File: src/rtl/elevator_door_ctrl.sv
// -----------------------------------------------------------------------------
// elevator_door_ctrl
//
// Car door sequencer sitting downstream of the motion/floor controller. It
// opens the door when the car arrives at a floor (or the cabin open button is
// pressed while the car is parked). It holds the door open for a fixed number
// of time-base ticks and then closes it again. It reports door_closed back to
// the controller as the motion interlock.
//
// Ports:
//   clk            system clock, rising edge
//   rst            asynchronous, active-low reset
//   arrive         one-cycle pulse, car has stopped at a floor
//   moving         car in motion, blocks door opening from CLOSED
//   bt_door_open   cabin open button (level, synchronous)
//   bt_door_close  cabin close button (level, synchronous)
//   led_door[7:0]  door bargraph, FF closed .. 00 fully open
//   led_open[4:0]  thermometer of remaining hold ticks (OPEN_HOLD only)
//   tick_led       toggles on every time-base tick
//   st[3:0]        state code: 0 CLOSED, 1 OPENING, 2 OPEN_HOLD, 3 CLOSING
//   door_closed    high only in CLOSED
//   req_clr        one-cycle pulse when an opening is accepted from CLOSED
// -----------------------------------------------------------------------------
module elevator_door_ctrl #(
    parameter int TICK_DIV   = 50_000_000,
    parameter int HOLD_TICKS = 5
) (
    input  logic       clk,
    input  logic       rst,
    input  logic       arrive,
    input  logic       moving,
    input  logic       bt_door_open,
    input  logic       bt_door_close,
    output logic [7:0] led_door,
    output logic [4:0] led_open,
    output logic       tick_led,
    output logic [3:0] st,
    output logic       door_closed,
    output logic       req_clr
);

    localparam int PW = $clog2(TICK_DIV);
    localparam logic [PW-1:0] PRESC_LAST = PW'(TICK_DIV - 1);
    localparam logic [2:0]    HOLD_LOAD  = 3'(HOLD_TICKS);

    typedef enum logic [1:0] {
        CLOSED    = 2'd0,
        OPENING   = 2'd1,
        OPEN_HOLD = 2'd2,
        CLOSING   = 2'd3
    } state_t;

    state_t        state_q, state_d;
    logic [2:0]    pos_q, pos_d;
    logic [2:0]    hold_q, hold_d;
    logic [PW-1:0] presc_q, presc_d;
    logic          reqClr_d;
    logic          clrPresc;
    logic          tick;

    logic          tickLed_q;
    logic [7:0]    ledDoor_q;
    logic [4:0]    ledOpen_q;
    logic [3:0]    st_q;
    logic          doorClosed_q;
    logic          reqClr_q;

    // Door opens from the centre outwards, so the bargraph clears from the
    // middle bits first.
    function automatic logic [7:0] doorMap(input logic [2:0] pos);
        case (pos)
            3'd0:    doorMap = 8'hFF;
            3'd1:    doorMap = 8'hE7;
            3'd2:    doorMap = 8'hC3;
            3'd3:    doorMap = 8'h81;
            default: doorMap = 8'h00;
        endcase
    endfunction

    // hold = n lights the lowest n bits.
    function automatic logic [4:0] holdTherm(input logic [2:0] hold);
        case (hold)
            3'd0:    holdTherm = 5'b00000;
            3'd1:    holdTherm = 5'b00001;
            3'd2:    holdTherm = 5'b00011;
            3'd3:    holdTherm = 5'b00111;
            3'd4:    holdTherm = 5'b01111;
            default: holdTherm = 5'b11111;
        endcase
    endfunction

    assign tick = (presc_q == PRESC_LAST);

    // Next-state logic. An open request in OPEN_HOLD/CLOSING has priority
    // over a coincident tick, so the door never steps while it is reversed
    // or while the hold is being extended.
    always_comb begin
        state_d  = state_q;
        pos_d    = pos_q;
        hold_d   = hold_q;
        reqClr_d = 1'b0;
        clrPresc = 1'b0;

        case (state_q)
            CLOSED: begin
                if (!moving && (arrive || bt_door_open)) begin
                    state_d  = OPENING;
                    reqClr_d = 1'b1;
                end
            end
            OPENING: begin
                if (tick) begin
                    pos_d = pos_q + 3'd1;
                    if (pos_q == 3'd3) begin
                        state_d = OPEN_HOLD;
                        hold_d  = HOLD_LOAD;
                    end
                end
            end
            OPEN_HOLD: begin
                if (bt_door_open) begin
                    hold_d   = HOLD_LOAD;
                    clrPresc = 1'b1;
                end else if (bt_door_close) begin
                    state_d = CLOSING;
                    hold_d  = 3'd0;
                end else if (tick) begin
                    hold_d = hold_q - 3'd1;
                    if (hold_q == 3'd1) begin
                        state_d = CLOSING;
                    end
                end
            end
            CLOSING: begin
                if (bt_door_open || arrive) begin
                    state_d = OPENING;
                end else if (tick) begin
                    pos_d = pos_q - 3'd1;
                    if (pos_q == 3'd1) begin
                        state_d = CLOSED;
                    end
                end
            end
            default: begin
                state_d = CLOSED;
            end
        endcase

        // Restarting the prescaler on every state change keeps each state's
        // first tick exactly TICK_DIV cycles after entry.
        if (tick || clrPresc || (state_d != state_q)) begin
            presc_d = '0;
        end else begin
            presc_d = presc_q + PW'(1);
        end
    end

    // State and datapath registers.
    always_ff @(posedge clk or negedge rst) begin
        if (!rst) begin
            state_q <= CLOSED;
            pos_q   <= 3'd0;
            hold_q  <= 3'd0;
            presc_q <= '0;
        end else begin
            state_q <= state_d;
            pos_q   <= pos_d;
            hold_q  <= hold_d;
            presc_q <= presc_d;
        end
    end

    // Outputs are registered from the next-state values so that they change
    // on the same edge as the state they describe.
    always_ff @(posedge clk or negedge rst) begin
        if (!rst) begin
            tickLed_q    <= 1'b0;
            ledDoor_q    <= 8'hFF;
            ledOpen_q    <= 5'd0;
            st_q         <= 4'd0;
            doorClosed_q <= 1'b1;
            reqClr_q     <= 1'b0;
        end else begin
            tickLed_q    <= tickLed_q ^ tick;
            ledDoor_q    <= doorMap(pos_d);
            ledOpen_q    <= (state_d == OPEN_HOLD) ? holdTherm(hold_d) : 5'd0;
            st_q         <= {2'b00, state_d};
            doorClosed_q <= (state_d == CLOSED);
            reqClr_q     <= reqClr_d;
        end
    end

    assign led_door    = ledDoor_q;
    assign led_open    = ledOpen_q;
    assign tick_led    = tickLed_q;
    assign st          = st_q;
    assign door_closed = doorClosed_q;
    assign req_clr     = reqClr_q;

endmodule

File: config.mk
export PLATFORM = sky130hd
export DESIGN_NAME = elevator_door_ctrl
export DESIGN_NICKNAME = d
export VERILOG_FILES = /design/src/rtl/elevator_door_ctrl.sv
export SDC_FILE = /design/constraint.sdc
export NUM_CORES = 1
export LEC_CHECK = 0
export CAP_MARGIN = 20
export CELL_PAD_IN_SITES_DETAIL_PLACEMENT = 0
export CELL_PAD_IN_SITES_GLOBAL_PLACEMENT = 2
export CORE_ASPECT_RATIO = 1.1
export CORE_MARGIN = 2
export CORE_UTILIZATION = 36
export DETAILED_ROUTE_END_ITERATION = 12
export GPL_TIMING_DRIVEN = 0
export PLACE_DENSITY = 0.78
export SYNTH_ARGS = -nofsm -noshare
export SYNTH_HDL_FRONTEND = slang
export SYNTH_SLANG_ARGS = --single-unit
File: constraint.sdc
create_clock -name clk -period 3 [get_ports clk]
set_clock_uncertainty 0.2 [all_clocks]
set_input_delay 0.6 -clock clk [delete_from_list [all_inputs] [get_ports clk]]
set_output_delay 0.6 -clock clk [all_outputs]
set_load 0.03 [all_outputs]
==> results of run 1 <==
==> state kept, by name (all words and copies together), names as in the netlist <==
name,flops
presc_q,26
led_open,5
led_door,4
hold_q,3
pos_q,3
st,2
door_closed,1
req_clr,1
tick_led,1
==> kinds of logic (layout without fill, tap and decap cells) <==
group                    Yosys count  in the layout  share of synthesized area (%)
adder cells (fa/ha/maj)           12             12                           5.63
flip-flops                        46             46                           43.4
other                              1              2                          0.141
AND/OR/NAND/NOR                  130            130                           28.1
XOR/XNOR                          25             25                           8.22
AO/OA/AOI/OAI                     35             35                           8.64
buffers and inverters             27             61                           5.82
==> how the worst min path moves through the flow <==
stage                  start   endpoint  slack (ps)
floorplan                rst  hold_q[0]         100
global placement    tick_led   tick_led         260
detailed placement  tick_led   tick_led         260
CTS                 tick_led   tick_led         280
global route        tick_led   tick_led         310
finish              tick_led   tick_led         270
==> power by group through the flow <==
stage                     sequential (mW)  clock (mW)  combinational (mW)
final                               0.620       0.389              0.0301
after global routing                0.620       0.436              0.0340
after CTS                           0.620       0.407              0.0315
after detailed placement            0.632           0              0.0302
after global placement              0.632           0              0.0275
after floorplan                     0.632           0             0.00613
==> cell usage in the layout, fill, tap and decap left out, types with 3 or more instances in the layout <==
cell | Yosys | layout
buf_4 | 7 | 9
clkdlybuf4s50_1 | 1 | 22
o21ai_0 | 9 | 9
nor2_1 | 30 | 30
nor3_1 | 20 | 20
xor2_1 | 10 | 10
a21oi_1 | 6 | 6
nand2_1 | 23 | 23
clkbuf_8 | 0 | 6
xnor2_1 | 15 | 15
nand3_1 | 11 | 11
dfstp_2 | 5 | 5
dfrtp_1 | 41 | 41
ha_1 | 12 | 12
inv_1 | 15 | 15
nand4_1 | 6 | 6
and3_1 | 4 | 4
nor3b_1 | 4 | 4
a21o_1 | 3 | 3
==> stage by stage <==
step                      cell area [µm²]  setup TNS, ps  utilization (%)  power (mW)
after floorplan                      2670              0                -       0.638
after global placement               3010         -10510             42.4       0.659
after detailed placement             3020           -171             42.6       0.662
after CTS                            3120              0             44.1        1.06
after global routing                 3130              0             44.2        1.09
final                                3130              0             44.2        1.04
==> layer usage <==
layer  track usage [%]  wire (µm)  up-vias
met5                 0          0        -
met3              2.99        174        4
li1                  -          -     1025
met2              27.0       2910       31
met1              20.9       2800      992
met4              3.17         47        0
==> timing repair <==
action	CTS	global route
endpoints found under the hold margin	5	0
buffers inserted	0	2
setup endpoints to repair	0	26
resized for setup	0	1
hold buffers	1	0
==> final cells by class <==
class | instances | share of cell area, %
buffer | 11 | 2.84
inverter | 15 | 1.80
sequential | 46 | 36.9
clock inverter | 1 | 0.160
multi-input combinational | 204 | 43.5
timing repair buffer | 27 | 8.63
clock buffer | 7 | 2.76
tap | 85 | 3.39
==> worst register-to-register path, stage by stage, from the launching register on <==
cell and delay [ps]:
dfrtp_1 460, inv_1 170, ha_1 320, or4bb_1 570
nand2_1 100, nand4_1 110, a21oi_1 210, a2bb2oi_2 260
nand3_4 140, nor3_2 170
==> results.toml, run 1 <==
[worst_setup_path]
crit_path_end = "led_open[4]"
worstSetupPathDepth = 9
critPathTopFamily = "simple AND/OR/NAND/NOR gates"
reg2regPathDepth = 9
r2r_end = "led_open[4]"
arrival_ps = 2810
slowest_stage = "or4bb_1"
crit_chain = "inv_1, ha_1, or4bb_1, nand2_1, nand4_1, a21oi_1, a2bb2oi_2, nand3_4, nor3_2"
start_kind = "flip-flop"
r2r_start = "st[0]"
crit_start = "st[0]"
worstPathRequired_ps = 3020
cp-end-kind = "flip-flop"
cp_num_buf_inv = 1
cp_max_fo = 7
critPathMaxStageDelay_ps = 570
critPathKind = "reg2reg"
r2r_setup_slack_ps = 210

[finish]
diodes = 0
seqCellArea_um2 = 1160
drive_gt1_share_pct = 13.8
syn_to_final_growth_pct = 17.6
nFillCells = 714
multi_input_area_um2 = 1360
fin_cells = 396
fin_nets = 328

[run_status]
status = "finished clean"

[power_and_ir_drop]
vdd_drop_max_mv = 0.171
seqPwrFrac_pct = 59.7
intPower_uw = 817
p_clk_share_pct = 37.4
power_density_nw_per_um2 = 331
power_frac_comb_pct = 2.9
p_leak_nw = 1.37
switching_power_uw = 222
switching_share_pct = 21.4

[timing]
slew-limit-headroom_pct = 45.5
finalSetupViolCount = 0
worst_slack_ps = 214
period_share_pct = 92.9
holdWs_ps = 273
fmax_mhz = 359
tightestPinTransition_ps = 807
slew_violations = 0
hold_viol_final = 0
min_period_ps = 2790
grt_setup_unrepaired = "false"

[logic_synthesis]
yosys-top-cells-count = "41 x dfrtp_1, 30 x nor2_1, 23 x nand2_1"
avgSynthCellArea_um2 = 9.66
synthTopCellsByArea = "dfrtp_1 38%, ha_1 5.6%, dfstp_2 4.9%, xnor2_1 4.9%, nor2_1 4.2%"
ys_async_sr_fraction_pct = 100
yosys_warnings = 0
ys_seq_area_share_pct = 43.4
synthDistinctLibCells = 59
synth_top_cell_by_area = "dfrtp_1"
synth_cells = 276
synth_edf_count = 0
synthMostInstantiatedCell = "dfrtp_1"
yosys_register_bits = 46
synth_area_um2 = 2670
synthFlopType = "dfrtp_1"
synth_top_area_share_pct = 38.5

[floorplan]
dieHeight_um = 94.2
dieArea_um2 = 8110
io_pins = 26
num_rows = 32
die_w_um = 86.0
start_util_pct = 37.6
core_um2 = 7090

[place]
port_buffers = 23
placed_cells_incl_taps = 386
place_hpwl_um = 4360
place.gp.congestion = 0.773
pre_cts_slack_ps = -68.0

[routing]
ant_nets = 0
firstDrtPassIters = 4
vias_per_cell = 5.18
drc_errors = 0
routed_wl_um = 5930
drt_iter0_drc = 77
num_vias = 2052
wl_per_cell_um = 15.0

[hold_path]
min_path_type = "reg2reg"
holdPathStages = 1

[global_route]
grt_util_all_layers_pct = 15.8
overflow = 0
grt_max_degree = 38
grt_pass1_wl_um = 10100
antenna_found_initial = 0
grt_pass1_vias = 2034

[flow_run]
drv_cap = 0

[cts]
cts_tree = "done"
worstSkewPairLatency_ps = 290
cts_buffer_depth = 2
root_buffer = "clkbuf_8"
ctsHtreeMaxLevel = 2
numCtsBuffers = 5
clk_pin_slew_ps = 90
clkSinkCount = 46
Note: power is estimated with default switching activity, not from simulation.
==> run 2, diff against run 1 <==
Settings changed: CORE_MARGIN 2 to not set, REMOVE_ABC_BUFFERS set to 1, SLEW_MARGIN set to 20.
==> run 2 against run 1 <==
Compared with the run above: the run now ends with design-rule violations left; critical endpoint is now presc_q[22]; sequential share of layout area is 1.0 points higher; utilization is 1.2 points lower; routed wire length is 2.8% lower; critical path depth is 2 lower; total power is 8.3% higher.
==> results.toml, run 2 (same netlist as run 1, synthesis figures left out) <==
[worst_setup_path]
crit_chain = "inv_1, ha_1, or4bb_1, o21a_1, nand4_2, nand4_4, nor3_1"
cp-end-kind = "flip-flop"
slowest_stage = "or4bb_1"
r2r_end = "presc_q[22]"
critPathKind = "reg2reg"
critPathMaxStageDelay_ps = 560
reg2regPathDepth = 7
r2r_setup_slack_ps = 180
worstPathRequired_ps = 3010
arrival_ps = 2830
cp_max_fo = 26
critPathTopFamily = "simple AND/OR/NAND/NOR gates"
r2r_start = "st[0]"
cp_num_buf_inv = 1
start_kind = "flip-flop"

[power_and_ir_drop]
vdd_drop_max_mv = 0.199
p_leak_nw = 1.31
power_mw = 1.12
power_density_nw_per_um2 = 369

[routing]
vias_per_cell = 5.26
drc_errors = 10
routed_wl_um = 5770
num_vias = 2014
wl_per_cell_um = 15.1
drt_iter0_drc = 118
firstDrtPassIters = 8
ant_nets = 0

[floorplan]
core_um2 = 7090
dieHeight_um = 92.2
num_rows = 32
io_pins = 26
start_util_pct = 37.6
dieArea_um2 = 7750
die_w_um = 84.0

[timing]
slew_violations = 0
period_share_pct = 93.9
grt_setup_unrepaired = "true"
slew-limit-headroom_pct = 43.9
finalSetupViolCount = 0
min_period_ps = 2820
hold_viol_final = 0
tightestPinTransition_ps = 830
fmax_mhz = 355
worst_slack_ps = 182

[run_status]
violations = "design-rule violations"
status = "complete, but fails checks"

[place]
port_buffers = 23
pre_cts_slack_ps = -92.9
place_hpwl_um = 3970
place.gp.congestion = 0.708

[global_route]
grt_pass1_wl_um = 10200
overflow = 0
grt_max_degree = 29
grt_pass1_vias = 2011
antenna_found_initial = 0
grt_util_all_layers_pct = 16.5

[cts]
root_buffer = "clkbuf_8"
clkSinkCount = 46
worstSkewPairLatency_ps = 300
cts_hold_buf = 0
clk_pin_slew_ps = 90
ctsHtreeMaxLevel = 2
cts_tree = "done"
numCtsBuffers = 5
cts_buffer_depth = 2

[finish]
final_cell_mix = "41 x dfrtp_1, 30 x nor2_1, 23 x nand2_1"
final_common_cell = "dfrtp_1"
diodes = 0
top_register = "presc_q"
multi_input_area_um2 = 1360
seqCellArea_um2 = 1160
largest_register_ffs = 26
drive_gt1_share_pct = 11.4
nFillCells = 691
fin_nets = 315
syn_to_final_growth_pct = 14.4

[hold_path]
min_path_type = "in2async"

[flow_run]
drv_cap = 0
## run 2: worst max-delay path by stage
stage	slack, ps	depth (start not counted)	startpoint	endpoint
2_1_floorplan	350	9	st[0]	led_open[4]
3_3_place_gp	-260	1	rst	led_open[1]
3_5_place_dp	-90	8	bt_door_open	led_open[2]
4_1_cts	110	9	st[0]	led_open[2]
5_1_grt	-10	7	st[0]	presc_q[14]
6_report	180	7	st[0]	presc_q[22]
## run 2: report_power, final
group / switching (mW) / internal (mW)
Sequential: 0 / 0.620
Combinational: 0.0187 / 0.00803
Clock: 0.228 / 0.250
Total: 0.247 / 0.878
## run 2: final cells by class
type / count / share of cell area (%)
Clock buffer: 5 / 2.26
Tap cell: 85 / 3.49
Clock inverter: 3 / 1.44
Inverter: 15 / 1.85
Sequential cell: 46 / 38.0
Timing Repair Buffer: 25 / 8.29
Multi-Input combinational cell: 204 / 44.7
## run 2: what timing repair did
| action | CTS | global route |
|---|---|---|
| endpoints found under the hold margin | 0 | 0 |
| pin swaps | 1 | 0 |
| cloned | 0 | 0 |
| setup endpoints to repair | 29 | 6 |
| resized for setup | 1 | 1 |
| buffers inserted | 1 | 0 |
## run 2: per-stage QoR
step | util [%] | std cells | TNS (ps) | cell area [µm²] | hold WS, ps
floorplan | - | 265 | 0 | 2570 | 104
global placement | 41.0 | 373 | -11450 | 2910 | 262
detailed placement | 41.2 | 374 | -1370 | 2920 | 263
CTS | 42.9 | 383 | 0 | 3040 | 46.2
global route | 43.0 | 383 | -9.64 | 3050 | 66.2
finish | 43.0 | 383 | 0 | 3050 | 35.1
## run 2: per-layer routing
layer | track usage [%] | wire length (µm) | part of all wire, %
met1 | 22.7 | 2870 | 50
met2 | 26.4 | 2660 | 46
met3 | 3.42 | 182 | 3.2
met4 | 4.45 | 47 | 0.82
met5 | 0 | 0 | 0
